File: src/rtl/lsu_io_buffer_if.sv
// rtl/lsu_io_buffer_if.sv - LSU-side bus between the load/store unit and the I/O buffer
interface lsu_io_buffer_if;
    logic [1:0]  i_sel_lsu;
    logic [31:0] i_lsu_addr;
    logic        i_lsu_wren;
    logic [3:0]  i_bmask;
    logic [31:0] i_st_data;
    logic [31:0] o_ld_data;
    logic        o_unmapped;

    modport master (
        output i_sel_lsu, i_lsu_addr, i_lsu_wren, i_bmask, i_st_data,
        input  o_ld_data, o_unmapped
    );

    modport slave (
        input  i_sel_lsu, i_lsu_addr, i_lsu_wren, i_bmask, i_st_data,
        output o_ld_data, o_unmapped
    );
endinterface

File: src/rtl/lsu_io_buffer.sv
// rtl/lsu_io_buffer.sv - MEM-stage I/O buffer: debounced switch/button inputs, byte-writable output registers
module lsu_io_buffer #(
    parameter int SW_W       = 10,
    parameter int BTN_W      = 4,
    parameter int DEB_CYCLES = 50000
) (
    input  logic              i_clk,
    input  logic              i_reset,
    lsu_io_buffer_if.slave    bus,
    input  logic [SW_W-1:0]   i_io_sw,
    input  logic [BTN_W-1:0]  i_io_btn,
    output logic [31:0]       o_io_ledr,
    output logic [31:0]       o_io_ledg,
    output logic [31:0]       o_io_hexl,
    output logic [31:0]       o_io_hexh,
    output logic [31:0]       o_io_lcd
);
    localparam int IN_W  = SW_W + BTN_W;
    localparam int CNT_W = (DEB_CYCLES > 2) ? $clog2(DEB_CYCLES) : 1;
    localparam logic [CNT_W-1:0] CNT_MAX = CNT_W'(DEB_CYCLES - 1);

    logic [31:0] ledr_q, ledr_d, ledg_q, ledg_d, hexl_q, hexl_d;
    logic [31:0] hexh_q, hexh_d, lcd_q, lcd_d;
    logic [31:0] ld_q, ld_d;
    logic        unmapped_q, unmapped_d;
    logic [IN_W-1:0]  sync1_q, sync2_q, samp_q, samp_d, stable_q, stable_d;
    logic [CNT_W-1:0] cnt_q, cnt_d;
    logic        tick;
    logic [2:0]  idx;
    logic        wr_en;
    logic        unused_addr_bits;

    assign idx   = bus.i_lsu_addr[14:12];
    assign wr_en = bus.i_lsu_wren && (bus.i_sel_lsu == 2'b10) && (idx <= 3'd4);
    assign tick  = (cnt_q == CNT_MAX);
    assign unused_addr_bits = ^{bus.i_lsu_addr[31:15], bus.i_lsu_addr[11:0]};

    function automatic logic [31:0] merge(input logic [31:0] old_v, input logic [31:0] new_v,
                                          input logic [3:0] mask);
        logic [31:0] r;
        r = old_v;
        for (int k = 0; k < 4; k++)
            if (mask[k]) r[8*k +: 8] = new_v[8*k +: 8];
        return r;
    endfunction

    always_comb begin
        ledr_d = ledr_q;
        ledg_d = ledg_q;
        hexl_d = hexl_q;
        hexh_d = hexh_q;
        lcd_d  = lcd_q;
        if (wr_en) begin
            case (idx)
                3'd0:    ledr_d = merge(ledr_q, bus.i_st_data, bus.i_bmask);
                3'd1:    ledg_d = merge(ledg_q, bus.i_st_data, bus.i_bmask);
                3'd2:    hexl_d = merge(hexl_q, bus.i_st_data, bus.i_bmask);
                3'd3:    hexh_d = merge(hexh_q, bus.i_st_data, bus.i_bmask);
                default: lcd_d  = merge(lcd_q,  bus.i_st_data, bus.i_bmask);
            endcase
        end
    end

    // Reads see the registered (pre-write) values, giving read-before-write on collisions.
    always_comb begin
        ld_d = 32'd0;
        case (bus.i_sel_lsu)
            2'b01: ld_d = bus.i_lsu_addr[12] ? 32'(stable_q[IN_W-1:SW_W])
                                             : 32'(stable_q[SW_W-1:0]);
            2'b10: begin
                case (idx)
                    3'd0:    ld_d = ledr_q;
                    3'd1:    ld_d = ledg_q;
                    3'd2:    ld_d = hexl_q;
                    3'd3:    ld_d = hexh_q;
                    3'd4:    ld_d = lcd_q;
                    default: ld_d = 32'd0;
                endcase
            end
            default: ld_d = 32'd0;
        endcase
        unmapped_d = (bus.i_sel_lsu == 2'b11);
    end

    // A bit is accepted only when two consecutive tick samples agree.
    always_comb begin
        cnt_d    = tick ? '0 : cnt_q + 1'b1;
        samp_d   = samp_q;
        stable_d = stable_q;
        if (tick) begin
            samp_d   = sync2_q;
            stable_d = (sync2_q & ~(sync2_q ^ samp_q)) | (stable_q & (sync2_q ^ samp_q));
        end
    end

    always_ff @(posedge i_clk or negedge i_reset) begin
        if (!i_reset) begin
            ledr_q     <= '0;
            ledg_q     <= '0;
            hexl_q     <= '0;
            hexh_q     <= '0;
            lcd_q      <= '0;
            ld_q       <= '0;
            unmapped_q <= 1'b0;
            sync1_q    <= '0;
            sync2_q    <= '0;
            samp_q     <= '0;
            stable_q   <= '0;
            cnt_q      <= '0;
        end else begin
            ledr_q     <= ledr_d;
            ledg_q     <= ledg_d;
            hexl_q     <= hexl_d;
            hexh_q     <= hexh_d;
            lcd_q      <= lcd_d;
            ld_q       <= ld_d;
            unmapped_q <= unmapped_d;
            sync1_q    <= {i_io_btn, i_io_sw};
            sync2_q    <= sync1_q;
            samp_q     <= samp_d;
            stable_q   <= stable_d;
            cnt_q      <= cnt_d;
        end
    end

    assign bus.o_ld_data  = ld_q;
    assign bus.o_unmapped = unmapped_q;
    assign o_io_ledr      = ledr_q;
    assign o_io_ledg      = ledg_q;
    assign o_io_hexl      = hexl_q;
    assign o_io_hexh      = hexh_q;
    assign o_io_lcd       = lcd_q;
endmodule

File: src/flat_wrapper.sv
// flat-port wrapper written by rule: the top's interface ports become plain ports
module lsu_io_buffer_flat 
#(
    parameter int SW_W       = 10,
    parameter int BTN_W      = 4,
    parameter int DEB_CYCLES = 50000
)
  (i_clk, i_reset, i_io_sw, i_io_btn, o_io_ledr, o_io_ledg, o_io_hexl, o_io_hexh, o_io_lcd, bus_i_sel_lsu, bus_i_lsu_addr, bus_i_lsu_wren, bus_i_bmask, bus_i_st_data, bus_o_ld_data, bus_o_unmapped);
  lsu_io_buffer_if bus_i ();
  input  logic i_clk;
  input  logic i_reset;
  input  logic [SW_W-1:0] i_io_sw;
  input  logic [BTN_W-1:0] i_io_btn;
  output logic [31:0] o_io_ledr;
  output logic [31:0] o_io_ledg;
  output logic [31:0] o_io_hexl;
  output logic [31:0] o_io_hexh;
  output logic [31:0] o_io_lcd;
  input wire logic [$bits(bus_i.i_sel_lsu)-1:0] bus_i_sel_lsu;
  input wire logic [$bits(bus_i.i_lsu_addr)-1:0] bus_i_lsu_addr;
  input wire logic [$bits(bus_i.i_lsu_wren)-1:0] bus_i_lsu_wren;
  input wire logic [$bits(bus_i.i_bmask)-1:0] bus_i_bmask;
  input wire logic [$bits(bus_i.i_st_data)-1:0] bus_i_st_data;
  output wire logic [$bits(bus_i.o_ld_data)-1:0] bus_o_ld_data;
  output wire logic [$bits(bus_i.o_unmapped)-1:0] bus_o_unmapped;
  assign bus_i.i_sel_lsu = bus_i_sel_lsu;
  assign bus_i.i_lsu_addr = bus_i_lsu_addr;
  assign bus_i.i_lsu_wren = bus_i_lsu_wren;
  assign bus_i.i_bmask = bus_i_bmask;
  assign bus_i.i_st_data = bus_i_st_data;
  assign bus_o_ld_data = bus_i.o_ld_data;
  assign bus_o_unmapped = bus_i.o_unmapped;
  lsu_io_buffer #(.SW_W(SW_W), .BTN_W(BTN_W), .DEB_CYCLES(DEB_CYCLES)) u_core (.i_clk(i_clk), .i_reset(i_reset), .bus(bus_i), .i_io_sw(i_io_sw), .i_io_btn(i_io_btn), .o_io_ledr(o_io_ledr), .o_io_ledg(o_io_ledg), .o_io_hexl(o_io_hexl), .o_io_hexh(o_io_hexh), .o_io_lcd(o_io_lcd));
endmodule
File: config.mk
export PLATFORM = sky130hd
export DESIGN_NAME = lsu_io_buffer_flat
export DESIGN_NICKNAME = d
export VERILOG_FILES = /design/src/rtl/lsu_io_buffer_if.sv /design/src/rtl/lsu_io_buffer.sv /design/src/flat_wrapper.sv
export SDC_FILE = /design/constraint.sdc
export NUM_CORES = 1
export LEC_CHECK = 0
export BUFFER_PORTS_ARGS = -buffer_cell sky130_fd_sc_hd__buf_2
export CORE_ASPECT_RATIO = 0.8
export CORE_MARGIN = 3
export CORE_UTILIZATION = 40
export CTS_CLUSTER_SIZE = 40
export DETAILED_ROUTE_END_ITERATION = 8
export GPL_TIMING_DRIVEN = 0
export PLACE_DENSITY = 0.64
export REMOVE_ABC_BUFFERS = 1
export SYNTH_ARGS = -nofsm -noshare
export SYNTH_HDL_FRONTEND = slang
export SYNTH_SLANG_ARGS = --single-unit
File: constraint.sdc
create_clock -name i_clk -period 4.8 [get_ports i_clk]
set_input_delay 0.24 -clock i_clk [delete_from_list [all_inputs] [get_ports i_clk]]
set_output_delay 0.24 -clock i_clk [all_outputs]
set_load 0.005 [all_outputs]
==> results.tsv, run 1 <==
stage	metric	value	unit
cells_and_area	final_cells	1494	
cells_and_area	drive_gt1_share	42.6	%
detailed_routing	post-route-drc-count	0	
detailed_routing	routed_via_density	5.14	
critical_path	path_max_fanout	45	
placed_design	dpl.cell_count	1407	
power	finalPower	5.23	mW
timing	setup_viol	0	
detailed_routing	ant_nets	0	
timing	fmax	0.420	GHz
timing	tightest_slew	0.933	ns
cells_and_area	diodes	0	
detailed_routing	wirelength	29400	um
power	power-per-cell-area	376	nW/um^2
critical_path	critPathKind	in2reg	
cells_and_area	final_util	52.7	%
floorplan	placementRows	53	
detailed_routing	drt-initial-drc-count	421	
clock_tree	cts_buffers	27	
detailed_routing	wire_per_inst	19.7	um
clock_tree	clock_path_buffers	3	
worst_hold_path	hold_path_class	in2reg	
global_route	grt_max_degree	118	
detailed_routing	routed-via-count	7677	
timing	rsz0062_at_grt	false	
cells_and_area	stdcell_area	13900	um^2
clock_tree	htree_levels	1	
floorplan	initial_core_util	40.9	%
clock_tree	cts_resized	0	
synthesis	synthCells	821	
synthesis	synth_ff_type	dfrtp_1	
synthesis	synth-edff-count	0	
synthesis	synth_area_per_cell	13.1	um^2
placed_design	port_buffers	250	
cells_and_area	fillers	2310	
clock_tree	clock_latency	0.53	ns
clock_tree	tritoncts	yes	
cells_and_area	final_cell_mix	dfrtp_1, buf_2, mux2_2, nand2_1, a21oi_1	
global_route	gr-usage-all-layers	20.1	%
global_route	grt_pass1_vias	7948	
critical_path	cp.arrival	2.79	ns
timing	period_share	49.6	%
synthesis	yosysUniqueCellTypes	44	
power	ir_drop	0.260	mV
placed_design	dp.final_hpwl	20000	um
critical_path	r2r_slack	2.76	ns
critical_path	cp-start-kind	primary input	
floorplan	boundaryPins	280	
clock_tree	cts_setup_buffers	0	
cells_and_area	fin_nets	1210	
floorplan	dieHeight	153	um
synthesis	synth_seq_cells	265	
run_status	status	finished, final reports clean	
timing	period_minus_slack	2.38	ns
cells_and_area	layout_commonest_cell	dfrtp_1	
placed_design	gp_congestion	0.792	
cells_and_area	area_growth	28.8	%
global_route	grt_pass1_wl	46400	um
synthesis	ys_seq_area_share	61.4	%
placed_design	place_area	12600	um^2
timing	skew	0.0110	ns
critical_path	crit_required	5.21	ns
timing	relSlewSlack	37.5	%
clock_tree	path_clk_slew	0.06	ns
synthesis	yosysWarnings	0	
timing	finalHoldViolCount	0	
timing	holdWs	0.0193	ns
synthesis	netlist_area	10800	um^2
critical_path	crit_path_end_kind	flop	
clock_tree	cts_sinks	265	
detailed_routing	dr.pass1.iters	7	
global_route	antenna_found_initial	0	
global_route	overflow	0	
synthesis	synth-async-reset-ratio	100	%
floorplan	coreArea	26400	um^2
run	max_cap_viol_count	0	
power	leakage	7.09	nW
floorplan	fp.dieArea	29000	um^2
floorplan	die_x	190	um
timing	drv_slew	0	
clock_tree	root_buffer	clkbuf_16	
-- power breakdown --
part	total, mW	switching (mW)	internal (mW)
clock	2.05	0.838	1.21
sequential	2.56	0.141	2.42
combinational	0.623	0.294	0.329
total	5.23	1.27	3.96
-- final cells by class --
type / instances / area (um^2) / share of cell area, %
Clock inverter: 5 / 53.8 / 0.387
Sequential cell: 265 / 6630 / 47.7
Inverter: 6 / 22.5 / 0.162
Timing Repair Buffer: 306 / 1950 / 14.0
Clock buffer: 42 / 812 / 5.84
Tap cell: 357 / 447 / 3.21
Multi-Input combinational cell: 513 / 3990 / 28.7
-- path summary, 6_finish.rpt --
check	from	to	cells after the start
worst min register to register	u_core.sync1_q[1]$_DFF_PN0_	u_core.sync2_q[1]$_DFF_PN0_	0
worst min-delay path	bus_i_st_data[9]	u_core.o_io_hexl[9]$_DFFE_PN0P_	2
min in group asynchronous	i_reset	u_core.o_io_ledg[23]$_DFFE_PN0P_	2
max in group asynchronous	i_reset	u_core.bus.o_ld_data[10]$_DFF_PN0_	3
worst max register to register	u_core.cnt_q[4]$_DFF_PN0_	flop	4
worst max-delay path	bus_i_lsu_addr[13]	u_core.o_io_hexl[29]$_DFFE_PN0P_	6
-- layer usage --
metal  GRT usage, %  wire length, um  part of all wire [%]  vias to the layer above
met3           5.11             2180                   7.4                       33
li1               -                -                     -                     3551
met4           3.76              471                   1.6                        0
met1           27.6            12800                    44                     3855
met2           32.7            13900                    47                      238
met5              0                0                     0                        -
-- Yosys cell counts (all sizes together) (3+ instances only) --
cell type | instances | area (um^2)
a21oi | 46 | 230
nand3 | 36 | 180
o21ai | 20 | 104
xor2 | 8 | 70.1
nor4 | 5 | 61.3
nand2 | 73 | 274
dfrtp | 265 | 6630
and4 | 4 | 35.0
and2 | 4 | 25.0
nor3 | 4 | 25.0
nor2b | 3 | 18.8
inv | 6 | 22.5
ha | 4 | 50.1
mux2i | 36 | 360
buf | 15 | 85.1
a22oi | 24 | 180
o2bb2ai | 8 | 70.1
nand4 | 4 | 31.3
xnor2 | 5 | 43.8
mux2 | 162 | 1820
a221oi | 8 | 70.1
nor2 | 39 | 151
clkbuf | 22 | 82.6
o22ai | 4 | 25.0
-- state kept, by name, indices dropped and copies added (netlist names), named ones only --
register and count:
u_core.o_io_ledr 32, u_core.o_io_lcd 32, u_core.samp_q 14, u_core.o_io_hexh 32
u_core.o_io_hexl 32, u_core.bus.o_ld_data 32, u_core.sync1_q 14, u_core.bus.o_unmapped 1
u_core.o_io_ledg 32, u_core.sync2_q 14, u_core.cnt_q 16
-- stage by stage --
| stage | setup TNS (ns) | worst slack, ns |
|---|---|---|
| floorplan | 0 | 1.95 |
| global placement | -466.15 | -1.68 |
| detailed placement | 0 | 1.83 |
| CTS | 0 | 2.38 |
| global route | 0 | 2.33 |
| finish | 0 | 2.42 |
-- kinds of logic (layout without fill, tap and decap cells) --
kind of cell	after synthesis	count (layout)	synth area share (%)
AO/OA/AOI/OAI	113	113	6.52
XOR/XNOR	13	13	1.06
adder cells (fa/ha/maj)	4	4	0.464
buffers and inverters	43	359	1.76
flip-flops	265	265	61.4
multiplexers	198	198	20.2
AND/OR/NAND/NOR	185	185	8.51
-- repair_timing --
| action | in CTS | in global routing |
|---|---|---|
| endpoints found under the setup margin | 0 | 0 |
| endpoints found under the hold margin | 189 | 0 |
| hold buffers | 40 | 0 |
-- critical path: stages --
cell and delay (ns):
buf_4 0.64, nor3b_4 0.76, buf_16 0.24, buf_16 0.16, nand2_1 0.32, mux2_2 0.39
Note: power is estimated with default switching activity, not from simulation.
==> run 2: changes to the inputs <==
clock period = 2.25 ns   (was 4.8 ns; I/O delays follow)
==> run 2 against run 1 <==
  * Wire length rose by 0.38%
  * Flip-flop and latch count did not move
  * Final area rose by 0.85%
  * Via count rose by 0.95%
  * Sequential power rose by 110%
  * Clock skew rose by 0.0016 ns
  * Core utilization rose by 0.45 points
  * Non-clock buffer count rose by 12
  * Critical endpoint is now u_core.o_io_ledg[1]$_DFFE_PN0P_
  * Largest cell class unchanged
==> results.tsv, run 2 (synthesis results as in run 1) <==
stage	metric	value	unit
run_status	status	finished, final reports clean	
detailed_routing	dr.pass1.iters	5	
global_route	antenna_found_initial	0	
cells_and_area	layout_commonest_cell	dfrtp_1	
floorplan	boundaryPins	280	
power	ir_drop	0.554	mV
cells_and_area	final_cell_mix	dfrtp_1, buf_2, mux2_2, nand2_1, dlygate4sd3_1	
floorplan	dieHeight	153	um
timing	rsz0062_at_grt	false	
critical_path	crit_required	2.67	ns
detailed_routing	wirelength	29500	um
cells_and_area	area_growth	29.9	%
clock_tree	cts_buffers	27	
timing	fmax	0.484	GHz
timing	skew	0.0126	ns
timing	holdWs	0.126	ns
placed_design	port_buffers	250	
run	max_cap_viol_count	0	
detailed_routing	ant_nets	0	
detailed_routing	routed-via-count	7750	
critical_path	crit_path_end_kind	flop	
global_route	grt_pass1_wl	46600	um
cells_and_area	final_util	53.1	%
cells_and_area	drive_gt1_share	42.4	%
detailed_routing	drt-initial-drc-count	437	
timing	period_share	91.8	%
timing	tightest_slew	0.888	ns
critical_path	cp.arrival	2.49	ns
floorplan	die_x	190	um
detailed_routing	wire_per_inst	19.6	um
power	power-per-cell-area	797	nW/um^2
floorplan	initial_core_util	40.9	%
clock_tree	clock_latency	0.53	ns
cells_and_area	fin_nets	1222	
cells_and_area	diodes	0	
clock_tree	cts_sinks	265	
floorplan	coreArea	26400	um^2
placed_design	gp_congestion	0.792	
detailed_routing	post-route-drc-count	0	
global_route	overflow	0	
placed_design	dp.final_hpwl	20000	um
global_route	gr-usage-all-layers	20.2	%
clock_tree	path_clk_slew	0.06	ns
critical_path	critPathKind	in2reg	
floorplan	placementRows	53	
timing	finalHoldViolCount	0	
clock_tree	tritoncts	yes	
critical_path	cp-start-kind	primary input	
timing	setup_viol	0	
clock_tree	clock_path_buffers	3	
power	leakage	7.14	nW
clock_tree	htree_levels	1	
global_route	grt_pass1_vias	8014	
global_route	grt_max_degree	118	
clock_tree	root_buffer	clkbuf_16	
critical_path	path_max_fanout	8	
timing	relSlewSlack	40.5	%
timing	period_minus_slack	2.07	ns
timing	drv_slew	0	
worst_hold_path	hold_path_class	in2async	
floorplan	fp.dieArea	29000	um^2
detailed_routing	routed_via_density	5.15	
## run 2: changes by cell type in the layout (fill, tap and decap cells not counted)
cell           change
nor3_4             +1
nor3_2             -1
dlygate4sd3_1      +9
buf_4              +3
## run 2: area by class of cell
cell class                      instances  area (um^2)
Clock inverter                          5         53.8
Fill cell                            2304        12400
Timing Repair Buffer                  318         2060
Multi-Input combinational cell        513         4000
Inverter                                6         22.5
Clock buffer                           42          812
Sequential cell                       265         6630
Tap cell                              357          447
## run 2: final timing paths
kind	start	end	slack (ns)	depth (start not counted)
worst min-delay path	i_reset	u_core.o_io_ledg[23]$_DFFE_PN0P_	0.13	2
min in group i_clk	bus_i_lsu_addr[14]	u_core.bus.o_ld_data[9]$_DFF_PN0_	0.19	2
worst min register to register	u_core.sync1_q[5]$_DFF_PN0_	u_core.sync2_q[5]$_DFF_PN0_	0.35	0
worst max-delay path	bus_i_sel_lsu[1]	u_core.o_io_ledg[1]$_DFFE_PN0P_	0.18	6
max in group asynchronous	i_reset	u_core.bus.o_ld_data[10]$_DFF_PN0_	1.10	3
worst max register to register	u_core.cnt_q[4]$_DFF_PN0_	flop	0.21	4
## run 2: worst max-delay path: stages
cell and delay (ns):
dlygate4sd3_1 0.52, buf_2 0.13, ha_1 0.30, nand4_2 0.26
nor3_2 0.74, mux2_2 0.41
## run 2: stage by stage
stage	TNS [ns]	total power [mW]	worst slack [ns]	cell area, um^2	std cells
after floorplan	-12.59	5.99	-0.477	10600	784
after global placement	-1405.18	6.75	-4.10	12300	1391
after detailed placement	-34.31	6.83	-0.592	12600	1407
after CTS	0	11.3	0.0348	14000	1506
after global routing	0	11.7	0.0318	14000	1506
final	0	11.2	0.184	14000	1506
## run 2: timing repair
action / CTS / global route
setup buffers: 3 / 0
hold buffers: 49 / 0
gates resized for setup: 0 / 1
hold endpoints to repair: 244 / 0
setup endpoints to repair: 12 / 8
## run 2: routing by layer
layer / GRT usage (%) / part of all wire [%]
met1: 27.8 / 43
met2: 32.9 / 47
met4: 3.76 / 1.7
met5: 0 / 0
met3: 5.11 / 7.8
## run 2: report_power, final
group	leakage [nW]	switching, mW	internal [mW]
registers	3.52	0.301	5.16
logic	3.20	0.630	0.715
clock network	0.429	1.79	2.57
total	7.14	2.72	8.45
==> run 3: changes to the inputs <==
==> constraint.sdc (replaced) <==
create_clock -name i_clk -period 2.25 [get_ports i_clk]
set_input_delay 0.5625 -clock i_clk [delete_from_list [all_inputs] [get_ports i_clk]]
set_output_delay 0.5625 -clock i_clk [all_outputs]
set_load 0.005 [all_outputs]
==> run 3 against run 2 <==
  * First-iteration DRC count decreased by 3.9%
  * Highest routed layer unchanged
  * Worst hold slack better by 0.0080 ns
  * Global-route usage decreased by 0.36 points
  * Clock power is essentially flat
  * Non-clock buffer count decreased by 47
  * Critical path type unchanged
==> results.tsv, run 3 (synthesis results as in run 1) <==
stage	metric	value	unit
floorplan	dieHeight	153	um
cells_and_area	stdcell_area	13600	um^2
clock_tree	clock_latency	0.53	ns
placed_design	gp_congestion	0.792	
detailed_routing	post-route-drc-count	0	
timing	period_minus_slack	2.19	ns
detailed_routing	wire_per_inst	19.9	um
critical_path	cp-start-kind	primary input	
cells_and_area	area_growth	25.7	%
timing	period_share	97.4	%
detailed_routing	drt-initial-drc-count	420	
timing	relSlewSlack	49.4	%
critical_path	crit_family	simple AND/OR/NAND/NOR gates	
floorplan	boundaryPins	280	
critical_path	path_max_fanout	45	
critical_path	crit_path_end_kind	flop	
detailed_routing	wirelength	29100	um
timing	tightest_slew	0.756	ns
floorplan	initial_core_util	40.9	%
clock_tree	cts_buffers	27	
timing	rsz0062_at_grt	true	
floorplan	coreArea	26400	um^2
global_route	grt_pass1_vias	7762	
power	leakage	6.96	nW
power	power-per-cell-area	818	nW/um^2
clock_tree	path_clk_slew	0.06	ns
floorplan	placementRows	53	
placed_design	port_buffers	250	
detailed_routing	routed-via-count	7582	
clock_tree	root_buffer	clkbuf_16	
run_status	status	finished, final reports clean	
run	max_cap_viol_count	0	
detailed_routing	routed_via_density	5.19	
critical_path	r2r_slack	0.22	ns
floorplan	die_x	190	um
clock_tree	tritoncts	yes	
critical_path	worstReg2RegStart	u_core.cnt_q[4]$_DFF_PN0_	
clock_tree	cts_sinks	265	
critical_path	crit_path_max_incr_delay	0.48	ns
critical_path	path_buf_inv	3	
global_route	grt_pass1_wl	45600	um
timing	fmax	0.456	GHz
cells_and_area	layout_commonest_cell	dfrtp_1	
power	ir_drop	0.637	mV
cells_and_area	final_cell_mix	dfrtp_1, buf_2, mux2_2, nand2_1, a21oi_1	
timing	drv_slew	0	
global_route	gr-usage-all-layers	19.8	%
cells_and_area	fin_nets	1175	
critical_path	crit_chain	buf_6 -> nor3b_4 -> buf_4 -> inv_1 -> nor2_2 -> mux2_2	
placed_design	dpl.cell_count	1407	
timing	setup_viol	0	
critical_path	crit_slowest_cell	buf_6	
floorplan	fp.dieArea	29000	um^2
timing	holdWs	0.134	ns
worst_hold_path	min_to	u_core.sync1_q[5]$_DFF_PN0_	
timing	final.setup.tns	0	ns
cells_and_area	drive_gt1_share	44.3	%
timing	finalHoldViolCount	0	
detailed_routing	dr.pass1.iters	4	
critical_path	crit_required	2.66	ns
worst_hold_path	hold_depth	1	
global_route	grt_max_degree	118	
worst_hold_path	hold_path_class	in2reg	
worst_hold_path	min_from	i_io_sw[5]	
critical_path	reg2regPathDepth	4	
cells_and_area	final_cells	1460	
detailed_routing	ant_nets	0	
critical_path	cp.arrival	2.60	ns
global_route	antenna_found_initial	0	
clock_tree	clock_path_buffers	3	
global_route	overflow	0	
critical_path	critPathKind	in2reg	
timing	skew	0.0107	ns
placed_design	place_area	12600	um^2
power	finalPower	11.1	mW
clock_tree	htree_levels	1	
placed_design	dp.final_hpwl	20000	um
[run 3: cell count changes in the layout (fill, tap and decap cells not counted), sizes merged]
cell | previous run | this run
dlygate4sd3 | 49 | 1
diode | 0 | 1
buf | 269 | 270
[run 3: worst max path at each step]
stage | from | end | slack [ns] | depth (start not counted)
after floorplan | bus_i_lsu_addr[14] | u_core.o_io_ledr[10]$_DFFE_PN0P_ | -0.93 | 3
after global placement | bus_i_lsu_addr[13] | u_core.bus.o_ld_data[2]$_DFF_PN0_ | -4.55 | 4
after detailed placement | bus_i_lsu_addr[13] | u_core.o_io_hexl[28]$_DFFE_PN0P_ | -1.04 | 6
after CTS | bus_i_lsu_addr[13] | u_core.o_io_hexl[4]$_DFFE_PN0P_ | 0.09 | 6
after global routing | bus_i_lsu_addr[13] | u_core.o_io_hexl[29]$_DFFE_PN0P_ | -0.002 | 6
final | bus_i_lsu_addr[13] | u_core.o_io_hexl[4]$_DFFE_PN0P_ | 0.06 | 6
[run 3: layout make-up]
cell class,instances,area (um^2)
clock buffer,42,812
fill,2348,12800
timing repair buffer,271,1590
tap,357,447
antenna,1,2.50
clock inverter,5,53.8
sequential,265,6630
multi-input combinational,513,4010
inverter,6,22.5
[run 3: through the flow]
step,setup WS [ns],util (%)
floorplan,-0.927,-
global route,-0.00202,51.4
finish,0.0588,51.4
CTS,0.0909,51.4
global placement,-4.55,46.7
detailed placement,-1.04,47.9
[run 3: metal layers]
layer,global-route usage [%],wire length (um),vias to the layer above
li1,-,-,3480
met1,27.0,12700,3840
met2,32.3,13700,232
met3,5.53,2250,30
met4,3.59,424,0
met5,0,0,-
[run 3: timing repair]
item / CTS / global route
pin swaps: 1 / 0
endpoints found under the hold margin: 4 / 0
endpoints found under the setup margin: 80 / 1
setup buffers: 4 / 0
hold buffers: 1 / 0
gates cloned: 0 / 0
gates resized for setup: 4 / 0
[run 3: worst reg2reg max path, stage by stage (launching register included)]
cell and delay, ns:
dfrtp_1 0.42, or4b_4 0.57, or4_4 0.68, nand2_1 0.15, nand3_1 0.08
[run 3: power by group]
group	total, mW	leakage, nW	internal (mW)	switching [mW]
Clock	4.36	0.429	2.57	1.78
Sequential	5.46	3.52	5.16	0.300
Combinational	1.28	3.01	0.662	0.617
